File: config.mk
export PLATFORM = sky130hd
export DESIGN_NAME = display_source_scheduler_flat
export DESIGN_NICKNAME = d
export VERILOG_FILES = /design/src/rtl/display_source_scheduler_pkg.sv /design/src/rtl/display_source_scheduler_if.sv /design/src/rtl/display_source_scheduler_rr_next_valid.sv /design/src/rtl/display_source_scheduler.sv /design/src/flat_wrapper.sv
export SDC_FILE = /design/constraint.sdc
export NUM_CORES = 1
export LEC_CHECK = 0
export CORE_UTILIZATION = 55
export CTS_BUF_LIST = sky130_fd_sc_hd__clkbuf_4
export DETAILED_ROUTE_END_ITERATION = 10
export PLACE_DENSITY = 0.91
export SYNTH_ARGS = -nofsm -noshare
export SYNTH_HDL_FRONTEND = slang
export SYNTH_HIERARCHICAL = 1
export SYNTH_SLANG_ARGS = --single-unit
File: constraint.sdc
create_clock -name clk -period 10.2 [get_ports clk]
set_clock_uncertainty 0.2 [all_clocks]
set_input_delay 3.06 -clock clk [delete_from_list [all_inputs] [get_ports clk]]
set_output_delay 3.06 -clock clk [all_outputs]
set_load 0.02 [all_outputs]
File: src/rtl/display_source_scheduler_pkg.sv
// Shared types and widths for the display source scheduler.
// Imported by the interface, the round-robin picker and the top.
package display_pkg;

    typedef enum logic [1:0] {
        IDLE,
        FADE_IN,
        SHOW,
        FADE_OUT
    } sched_state_t;

    localparam int LUM_W  = 4;
    localparam int DIGITS = 4;
    localparam int HEX_W  = 16;

    function automatic int clog2_min1(input int n);
        return (n > 1) ? $clog2(n) : 1;
    endfunction

endpackage

File: src/rtl/display_source_scheduler_if.sv
// Source-side and driver-side bundle of the display source scheduler.
// master = producers/driver side, slave = the scheduler.
interface display_source_scheduler_if #(
    parameter int NUM_SRC = 3
);
    import display_pkg::*;

    localparam int IDX_W = clog2_min1(NUM_SRC);

    logic [NUM_SRC-1:0]        src_valid;
    logic [HEX_W*NUM_SRC-1:0]  src_hexx;
    logic [DIGITS*NUM_SRC-1:0] src_points;
    logic [LUM_W-1:0]          max_lum;

    logic                      disp_en;
    logic [LUM_W-1:0]          disp_lum;
    logic [HEX_W-1:0]          disp_hexx;
    logic [DIGITS-1:0]         disp_points;
    logic [IDX_W-1:0]          active_src;
    logic                      switch_pulse;

    modport master (
        output src_valid, src_hexx, src_points, max_lum,
        input  disp_en, disp_lum, disp_hexx, disp_points,
        input  active_src, switch_pulse
    );

    modport slave (
        input  src_valid, src_hexx, src_points, max_lum,
        output disp_en, disp_lum, disp_hexx, disp_points,
        output active_src, switch_pulse
    );

endinterface

File: src/rtl/display_source_scheduler_rr_next_valid.sv
// Next source to show: index 0 wins, else the next valid index after cur
// in circular order, else cur itself if still valid.
module rr_next_valid
    import display_pkg::*;
#(
    parameter  int NUM_SRC = 3,
    localparam int IDX_W   = clog2_min1(NUM_SRC)
) (
    input  logic [NUM_SRC-1:0] valid,
    input  logic [IDX_W-1:0]   cur,
    output logic               found,
    output logic [IDX_W-1:0]   idx
);

    function automatic logic [IDX_W-1:0] wrap(input int v);
        return IDX_W'(v % NUM_SRC);
    endfunction

    always_comb begin
        found = 1'b0;
        idx   = '0;
        if (valid[0]) begin
            found = 1'b1;
        end else begin
            for (int k = 1; k < NUM_SRC; k++) begin
                if (!found && valid[wrap(int'(cur) + k)]) begin
                    found = 1'b1;
                    idx   = wrap(int'(cur) + k);
                end
            end
            if (!found && valid[cur]) begin
                found = 1'b1;
                idx   = cur;
            end
        end
    end

endmodule

File: src/rtl/display_source_scheduler.sv
// Rotates display content among sources with a fixed dwell and a
// luminance fade on every switch; source 0 preempts the rotation.
module display_source_scheduler
    import display_pkg::*;
#(
    parameter int NUM_SRC      = 3,
    parameter int DWELL_CYCLES = 50_000_000,
    parameter int STEP_CYCLES  = 1_000_000
) (
    input logic                       clk,
    input logic                       rst,
    display_source_scheduler_if.slave bus
);

    localparam int IDX_W   = clog2_min1(NUM_SRC);
    localparam int DWELL_W = clog2_min1(DWELL_CYCLES);
    localparam int STEP_W  = clog2_min1(STEP_CYCLES);

    localparam logic [DWELL_W-1:0] DWELL_LAST = DWELL_W'(DWELL_CYCLES - 1);
    localparam logic [STEP_W-1:0]  STEP_LAST  = STEP_W'(STEP_CYCLES - 1);
    localparam logic [IDX_W-1:0]   TOP_IDX    = IDX_W'(NUM_SRC - 1);

    sched_state_t       state_q, state_d;
    logic               disp_en_q, disp_en_d;
    logic [LUM_W-1:0]   disp_lum_q, disp_lum_d;
    logic [HEX_W-1:0]   disp_hexx_q, disp_hexx_d;
    logic [DIGITS-1:0]  disp_points_q, disp_points_d;
    logic [IDX_W-1:0]   active_src_q, active_src_d;
    logic               switch_pulse_q, switch_pulse_d;
    logic [DWELL_W-1:0] dwell_cnt_q, dwell_cnt_d;
    logic [STEP_W-1:0]  step_cnt_q, step_cnt_d;

    logic               nxt_found;
    logic [IDX_W-1:0]   nxt_idx;
    logic [IDX_W-1:0]   rr_cur;
    logic               cur_valid;
    logic               preempt;
    logic               tick;

    // From IDLE, searching "after the last index" yields the lowest valid one.
    assign rr_cur = (state_q == IDLE) ? TOP_IDX : active_src_q;

    rr_next_valid #(
        .NUM_SRC(NUM_SRC)
    ) u_rr (
        .valid(bus.src_valid),
        .cur  (rr_cur),
        .found(nxt_found),
        .idx  (nxt_idx)
    );

    assign cur_valid = bus.src_valid[active_src_q];
    assign preempt   = !cur_valid ||
                       (bus.src_valid[0] && (active_src_q != '0));
    assign tick      = (step_cnt_q == STEP_LAST);

    always_comb begin
        state_d        = state_q;
        disp_lum_d     = disp_lum_q;
        active_src_d   = active_src_q;
        switch_pulse_d = 1'b0;
        dwell_cnt_d    = dwell_cnt_q;
        step_cnt_d     = tick ? '0 : step_cnt_q + STEP_W'(1);
        disp_hexx_d    = disp_hexx_q;
        disp_points_d  = disp_points_q;

        if (cur_valid) begin
            disp_hexx_d   = bus.src_hexx[int'(active_src_q)*HEX_W +: HEX_W];
            disp_points_d = bus.src_points[int'(active_src_q)*DIGITS +: DIGITS];
        end

        unique case (state_q)
            IDLE: begin
                disp_lum_d = '0;
                if (|bus.src_valid) begin
                    active_src_d   = nxt_idx;
                    state_d        = FADE_IN;
                    switch_pulse_d = 1'b1;
                end
            end
            FADE_IN: begin
                if (preempt) begin
                    state_d = FADE_OUT;
                end else if (tick) begin
                    if (disp_lum_q >= bus.max_lum) begin
                        state_d    = SHOW;
                        disp_lum_d = bus.max_lum;
                    end else begin
                        disp_lum_d = disp_lum_q + LUM_W'(1);
                    end
                end
            end
            SHOW: begin
                disp_lum_d = bus.max_lum;
                if (preempt) begin
                    state_d = FADE_OUT;
                end else if (dwell_cnt_q == DWELL_LAST) begin
                    if (!nxt_found || (nxt_idx != active_src_q)) begin
                        state_d = FADE_OUT;
                    end else begin
                        dwell_cnt_d = '0;
                    end
                end else begin
                    dwell_cnt_d = dwell_cnt_q + DWELL_W'(1);
                end
            end
            FADE_OUT: begin
                if (tick) begin
                    if (disp_lum_q == '0) begin
                        if (nxt_found) begin
                            active_src_d   = nxt_idx;
                            state_d        = FADE_IN;
                            switch_pulse_d = 1'b1;
                        end else begin
                            state_d = IDLE;
                        end
                    end else begin
                        disp_lum_d = disp_lum_q - LUM_W'(1);
                    end
                end
            end
            default: state_d = IDLE;
        endcase

        if (state_d != state_q) begin
            step_cnt_d  = '0;
            dwell_cnt_d = '0;
        end
        disp_en_d = (state_d != IDLE);
    end

    always_ff @(posedge clk) begin
        if (rst) begin
            state_q        <= IDLE;
            disp_en_q      <= 1'b0;
            disp_lum_q     <= '0;
            disp_hexx_q    <= '0;
            disp_points_q  <= '0;
            active_src_q   <= '0;
            switch_pulse_q <= 1'b0;
            dwell_cnt_q    <= '0;
            step_cnt_q     <= '0;
        end else begin
            state_q        <= state_d;
            disp_en_q      <= disp_en_d;
            disp_lum_q     <= disp_lum_d;
            disp_hexx_q    <= disp_hexx_d;
            disp_points_q  <= disp_points_d;
            active_src_q   <= active_src_d;
            switch_pulse_q <= switch_pulse_d;
            dwell_cnt_q    <= dwell_cnt_d;
            step_cnt_q     <= step_cnt_d;
        end
    end

    assign bus.disp_en      = disp_en_q;
    assign bus.disp_lum     = disp_lum_q;
    assign bus.disp_hexx    = disp_hexx_q;
    assign bus.disp_points  = disp_points_q;
    assign bus.active_src   = active_src_q;
    assign bus.switch_pulse = switch_pulse_q;

endmodule

File: src/flat_wrapper.sv
// flat-port wrapper written by rule: the top's interface ports become plain ports
module display_source_scheduler_flat import display_pkg::*;
#(
    parameter int NUM_SRC      = 3,
    parameter int DWELL_CYCLES = 50_000_000,
    parameter int STEP_CYCLES  = 1_000_000
)
  (clk, rst, bus_src_valid, bus_src_hexx, bus_src_points, bus_max_lum, bus_disp_en, bus_disp_lum, bus_disp_hexx, bus_disp_points, bus_active_src, bus_switch_pulse);
  display_source_scheduler_if #(.NUM_SRC(NUM_SRC)) bus_i ();
  input logic clk;
  input logic rst;
  input wire logic [$bits(bus_i.src_valid)-1:0] bus_src_valid;
  input wire logic [$bits(bus_i.src_hexx)-1:0] bus_src_hexx;
  input wire logic [$bits(bus_i.src_points)-1:0] bus_src_points;
  input wire logic [$bits(bus_i.max_lum)-1:0] bus_max_lum;
  output wire logic [$bits(bus_i.disp_en)-1:0] bus_disp_en;
  output wire logic [$bits(bus_i.disp_lum)-1:0] bus_disp_lum;
  output wire logic [$bits(bus_i.disp_hexx)-1:0] bus_disp_hexx;
  output wire logic [$bits(bus_i.disp_points)-1:0] bus_disp_points;
  output wire logic [$bits(bus_i.active_src)-1:0] bus_active_src;
  output wire logic [$bits(bus_i.switch_pulse)-1:0] bus_switch_pulse;
  assign bus_i.src_valid = bus_src_valid;
  assign bus_i.src_hexx = bus_src_hexx;
  assign bus_i.src_points = bus_src_points;
  assign bus_i.max_lum = bus_max_lum;
  assign bus_disp_en = bus_i.disp_en;
  assign bus_disp_lum = bus_i.disp_lum;
  assign bus_disp_hexx = bus_i.disp_hexx;
  assign bus_disp_points = bus_i.disp_points;
  assign bus_active_src = bus_i.active_src;
  assign bus_switch_pulse = bus_i.switch_pulse;
  display_source_scheduler #(.NUM_SRC(NUM_SRC), .DWELL_CYCLES(DWELL_CYCLES), .STEP_CYCLES(STEP_CYCLES)) u_core (.clk(clk), .rst(rst), .bus(bus_i));
endmodule
* After elaboration in Yosys (flattened, before gate mapping)
Cells that the tools add are included.
Word-level totals: flip-flop bits (word level) 76, input port bits 69, output and inout bits 28, word-level logic and storage cells 108
Operators by class: $add $sub $neg 6, div/mod/pow operators 2, $lt $le $gt $ge 5, eq/ne operators 15, shifts and indexed selects 2, mux-type cells 48, bitwise logic cells 1, reductions and logical operators 20
Operators by type and width (number):
- 32-bit by 3-bit remainder unit with 32-bit output, second input constant | 2
- 26-bit 2-to-1 mux | 2
- 48-bit by 7-bit variable part select with 16-bit output | 1
- 2-bit 2-to-1 mux | 18
- 26-bit by 1-bit adder with 26-bit output, second input constant | 1
- 26-bit equality test, second input constant | 1
- 20-bit by 1-bit adder with 20-bit output, second input constant | 1
- 20-bit equality test, second input constant | 1
- 4-bit 2-to-1 mux | 5
- 4-bit one-hot mux with 4 select lines | 1
- 1-bit 2-to-1 mux | 15
- 2-bit by 3-bit < comparator with 1-bit output, second input constant | 4
- 12-bit by 5-bit variable part select with 4-bit output | 1
- 1-bit binary-select mux with 2-bit select | 4
- 2-bit by 1-bit != test with 1-bit output, second input constant | 4
- 2-bit != test, second input constant | 4
- 2-bit one-hot mux with 4 select lines | 1
- 2-bit nonzero test | 3
- 3-bit OR reduction | 2
- 5-bit AND reduction | 1
- 4-bit by 1-bit adder with 4-bit output, second input constant | 1
- 2-bit equality test, second input constant | 2
- 4-bit >= comparator | 1
- 1-bit logical NOT | 4
- 15 further kinds | 19

* Logic depth before layout (Yosys ltp)
word-level depth 24, mapped depth 17

* Hierarchy
Netlist, hierarchy kept.
Modules (own cells, without submodules):
- display_source_scheduler | times used 1, cells an instance 522, area an instance 4336.7 um2, seq. area each 1521.5 um2
- rr_next_valid | times used 1, cells an instance 22, area an instance 161.4 um2, seq. area each 0.0 um2

* Worst setup path before layout
OpenSTA, ideal clock, no wires.
path kind input-to-reg, from in bus_src_valid[0], to reg u_core.dwell_cnt_q[0], setup time 0.117 ns, data arrival time 5.063 ns, data required time 9.883 ns, slack 4.819 ns, cell stages on the path 10, path through a31o_1 > o41ai_2 > xnor2_1 > nand3_1 > and4_1 > o31ai_2 > o2111ai_4 > mux2i_4 > buf_2 > nor2_1
Between the ends: longest elaborated chain between the ends 20, elaborated cells between the ends (all ways) 43, classes of those cells eq/ne (3); mux (27); bitwise (1); reduce/logical (12)
RTL lines:
- start, declared | RTL line flat_wrapper.sv:12 | input wire logic [$bits(bus_i.src_valid)-1:0] bus_src_valid;
- 1-bit binary-select mux with 2-bit select | RTL line display_source_scheduler_rr_next_valid.sv:26 | if (!found && valid[wrap(int'(cur) + k)]) begin
- 1-bit 2-to-1 mux (not written as such) | RTL line display_source_scheduler_rr_next_valid.sv:26
- 1-bit 2-to-1 mux | RTL line display_source_scheduler_rr_next_valid.sv:26
- 1-bit 2-to-1 mux | RTL line display_source_scheduler_rr_next_valid.sv:22 | if (valid[0]) begin
- 1-bit logical NOT | RTL line display_source_scheduler_rr_next_valid.sv:26
- 1-bit logical AND | RTL line display_source_scheduler_rr_next_valid.sv:26
- 1-bit 2-to-1 mux | RTL line display_source_scheduler_rr_next_valid.sv:26
- 1-bit 2-to-1 mux | RTL line display_source_scheduler_rr_next_valid.sv:22
- [... 4 more ...]
- 2-bit != test / 1-bit logical NOT (equally long branches) | RTL line display_source_scheduler.sv:98 | if (!nxt_found || (nxt_idx != active_src_q)) begin
- 1-bit logical OR | RTL line display_source_scheduler.sv:98
- 2-bit 2-to-1 mux | RTL line display_source_scheduler.sv:98
- 2-bit 2-to-1 mux | RTL line display_source_scheduler.sv:97 | end else if (dwell_cnt_q == DWELL_LAST) begin
- 2-bit 2-to-1 mux | RTL line display_source_scheduler.sv:95 | if (preempt) begin
- 2-bit one-hot mux with 4 select lines | RTL line display_source_scheduler.sv:72 | unique case (state_q)
- 2-bit != test | RTL line display_source_scheduler.sv:125 | if (state_d != state_q) begin
- 2-bit OR reduction (no source line)
- end signal, assigned | RTL line display_source_scheduler.sv:151 | dwell_cnt_q <= dwell_cnt_d;
- end, declared | RTL line display_source_scheduler.sv:30 | logic [DWELL_W-1:0] dwell_cnt_q, dwell_cnt_d;
Parallel ways exist; a longest one is shown, timed or not. The select of a mux whose other input is x is not followed. A chain may end at the register's enable or synchronous reset.

* Worst setup path in the final report
from in bus_src_valid[2], to reg u_core.step_cnt_q[14]
Between the ends: longest elaborated chain between the ends 20, elaborated cells between the ends (all ways) 39, classes of those cells eq/ne (2); mux (27); reduce/logical (10)
RTL lines:
- 1-bit binary-select mux with 2-bit select | RTL line display_source_scheduler_rr_next_valid.sv:26
- 1-bit 2-to-1 mux (not written as such) | RTL line display_source_scheduler_rr_next_valid.sv:26
- 1-bit 2-to-1 mux | RTL line display_source_scheduler_rr_next_valid.sv:26
- 1-bit 2-to-1 mux | RTL line display_source_scheduler_rr_next_valid.sv:22
- 1-bit logical NOT | RTL line display_source_scheduler_rr_next_valid.sv:26
- 1-bit logical AND | RTL line display_source_scheduler_rr_next_valid.sv:26
- 1-bit 2-to-1 mux | RTL line display_source_scheduler_rr_next_valid.sv:26
- 1-bit 2-to-1 mux | RTL line display_source_scheduler_rr_next_valid.sv:22
- [... 4 more ...]
- 2-bit != test / 1-bit logical NOT (equally long branches) | RTL line display_source_scheduler.sv:98
- 1-bit logical OR | RTL line display_source_scheduler.sv:98
- 2-bit 2-to-1 mux | RTL line display_source_scheduler.sv:98
- 2-bit 2-to-1 mux | RTL line display_source_scheduler.sv:97
- 2-bit 2-to-1 mux | RTL line display_source_scheduler.sv:95
- 2-bit one-hot mux with 4 select lines (*) | RTL line display_source_scheduler.sv:72
- 2-bit != test (*) | RTL line display_source_scheduler.sv:125
- 3-bit OR reduction (no source line) (*)
- end signal, assigned | RTL line display_source_scheduler.sv:152 | step_cnt_q <= step_cnt_d;
- end, declared | RTL line display_source_scheduler.sv:31 | logic [STEP_W-1:0] step_cnt_q, step_cnt_d;
Mark *: on every way between the ends. The rest lies on a longest branch, timed or not. The select of a mux whose other input is x is not followed.

==> run summary <==
Commonest cells post-synth: nor2_1, dfxtp_1, nand2_1
Initial antenna violation count: 1
Worst IR Drop VDD: 0.00008449 V
Slowest stage delay, CP: 0.53 ns
Yosys reg bits: 76
# Max-Cap Violations: 0
CP Buf/Inv Count: 2
First-pass GRT wire length: 19050 µm
P&R area growth vs syn: 26.40%
Worst-Margin Slew: 0.8552 ns
Yosys top cell by area: dfxtp_1
CTS root buffer: clkbuf_4
Post-synth ARST share: 0%
Critical Path Start Type: input port
Post-synth top area share: 33.82%
Max_slew headroom: 42.78%
Setup_tns: 0 ns
Period utilisation layout: 57.83%
CP Max Fanout: 46
Max Clock Freq: 169.5 MHz
Setup CP Type: in -> reg
Endpoints failing setup: 0
Gate count after technology mapping: 544
Power Dens Cells: 129.2 nW/µm²
Initial DRC count: 249
Largest cells by area after synthesis: dfxtp_1, nor2_1, mux2i_1, xor2_1, ha_1
CP Data Required Time: 10.31 ns
CTS tree: yes
Rows: 32
Main combinational cell family by area after synthesis: simple AND/OR/NAND/NOR gates
GPL Wtd Cong: 0.9128
WHS: 0.3100 ns
Via density: 5.919
Core Region: 7807 µm²
Post-route DRC: 0
Final Hold Vio Count: 0
Power consumption: 0.7345 mW
Synth Area in Simple Gates: 27.98%
Die W: 92.44 µm
Area after DPL: 5518 µm²
Top_reg_cell synth: dfxtp_1
HPWL after detailed placement: 8490 µm
Syn nets: 629
Worst path slowest cell: clkdlybuf4s50_1
Initial Util: 57.61%
All-Layer GR Usage: 27.94%
DR pass1 iterations: 7
Final Net Count: 714
WP data arrival: 6.01 ns
Die area: 8544 µm²
Final Core Density: 72.82%
Clk_lat worst skew: 0.44 ns
Pleak: 2.021 nW
Synth Area in Compound Gates: 14.91%
Vias in the first global route: 4218
Mux share of post-synthesis cell area: 6.537%
Final WL: 11580 µm
Clock slew at reported path FFs: 0.14 ns
Outcome: finished clean
Post-CTS setup buffers: 0
Count leader, synth: nor2_1
Post-Synthesis Cell Area: 4498 µm²
Post-layout instance area: 5685 µm²
Seq/Total Area, Yosys: 33.82%
CP cell instances: clkdlybuf4s50_1, a31o_1, o41ai_2, xnor2_1, nand3_1, and4_1, o31ai_2, o2111ai_4, mux2i_4, buf_4, nor3_1
Min Tclk post-route: 5.899 ns
I/O Buffers: 96
Unique masters post-synth: 67
Synth warn: 6
Fillers: 579
Cts hold-fix bufs: 0
Crit. End Element: flip-flop
XOR/XNOR share of the synthesized area: 8.178%
Total congestion overflow after global routing: 0
Number of I/O pins: 97
Post-synth EDFFs: 0
Delay-heaviest family, CP: compound AO/OA/AOI/OAI gates
Vias: 4362
PostCTS Resize Cnt: 0
Die Span Y: 92.44 µm
Adder-Cell Fraction of Synth Area: 4.451%
Clock buffer depth: 2
Fraction of layout cells with a size suffix above 1: 7.256%
CTS Sinks: 76
RSZ-0062 raised after global routing: false
Number of H-tree levels: 3
Hold Crit Class: reg -> reg
Number of max-slew violations in the final report: 0
ANT nets after route: 0
Pin count of the biggest net entering global routing: 47
Syn_area_per_cell: 8.269 µm²
CTS Buf Count: 9
Wire per inst: 15.71 µm
-- cells by family after synthesis --
family / Yosys count
and+or+nand+nor: 243
AOI/OAI and AO/OA: 94
DFF: 76
buffers and inverters: 45
xor gates and xnor gates: 42
muxes: 28
adders and majority gates: 16
-- cell type report --
| class | count | area (µm²) | area share [%] |
|---|---|---|---|
| diodes | 1 | 2.502 | 0.04401 |
| clock buffers | 9 | 67.56 | 1.188 |
| clock inverters | 7 | 97.59 | 1.717 |
| inverters | 16 | 60.06 | 1.056 |
| multi-input cells | 423 | 2795 | 49.16 |
| flip-flops and latches | 76 | 1521 | 26.76 |
| well taps | 102 | 127.6 | 2.245 |
| repair buffers | 103 | 1013 | 17.83 |
-- where the power goes --
group / total, mW / leakage (nW) / internal (mW) / switching (mW)
Clock: 0.216 / 0.0829 / 0.100 / 0.115
Sequential: 0.322 / 0.619 / 0.312 / 0.0105
Combinational: 0.196 / 1.32 / 0.0891 / 0.107
-- flip-flops by register name, summed over array words and instances, names as in the netlist --
register	flops
u_core/step_cnt_q	20
u_core/dwell_cnt_q	26
u_core/bus.disp_points	4
u_core/bus.switch_pulse	1
u_core/bus.disp_lum	4
u_core/bus.disp_hexx	16
u_core/state_q	2
u_core/bus.active_src	2
u_core/bus.disp_en	1
-- worst min-delay path: cells and delay by family (launching register included) --
family | cells | cell delay [ns]
AOI/OAI and AO/OA | 1 | 0.05
DFF | 1 | 0.33
and+or+nand+nor | 1 | 0.09
-- routing by layer --
| metal | GRT usage (%) | vias up | wire [µm] | part of all wire, % |
|---|---|---|---|---|
| met4 | 12.89 | 0 | 362 | 3.1 |
| met3 | 5.255 | 34 | 743 | 6.4 |
| met2 | 46.79 | 169 | 5596 | 48 |
| li1 | - | 2123 | - | - |
| met5 | 0 | - | 0 | 0 |
| met1 | 34.57 | 2036 | 4878 | 42 |
-- placed cells by master, fill, tap and decap left out, types with 3 or more instances in the layout --
cell             synthesis  routed
o21ai_0                  9       9
o31ai_1                  3       3
ha_1                    16      16
nor3_2                  10      10
nor3_1                  17      17
nor2_1                  87      87
a21oi_1                 29      29
buf_4                    1       7
xnor2_1                 17      17
and3_1                   7       7
nand3_1                 26      26
clkdlybuf4s50_1          0      96
a211oi_1                22      22
nor2b_1                  6       6
nand4_1                 14      14
clkbuf_4                 0       9
and2_1                   3       3
and4_1                   7       7
nand2b_1                 5       5
xor2_1                  25      25
dfxtp_1                 76      76
mux2i_1                 26      26
inv_1                   16      16
or3_1                    3       3
nand2_1                 38      38
nor4_1                   5       5
-- final timing paths --
path | from | to | slack [ns] | cells past startpoint
worst min register to register | u_core/bus.disp_hexx[6] | u_core/bus.disp_hexx[6] | 0.31 | 2
worst min-delay path | u_core/bus.disp_hexx[6] | u_core/bus.disp_hexx[6] | 0.31 | 2
worst max-delay path | bus_src_valid[2] | u_core/step_cnt_q[14] | 4.30 | 11
worst max register to register | u_core/state_q[0] | u_core/step_cnt_q[14] | 5.34 | 16
-- per-stage QoR --
stage,worst slack (ns),cells
floorplan,4.819,544
global route,4.093,737
detailed placement,3.849,720
finish,4.301,737
CTS,4.323,736
global placement,4.010,720
No activity file was read; power rests on OpenSTA's default activity.
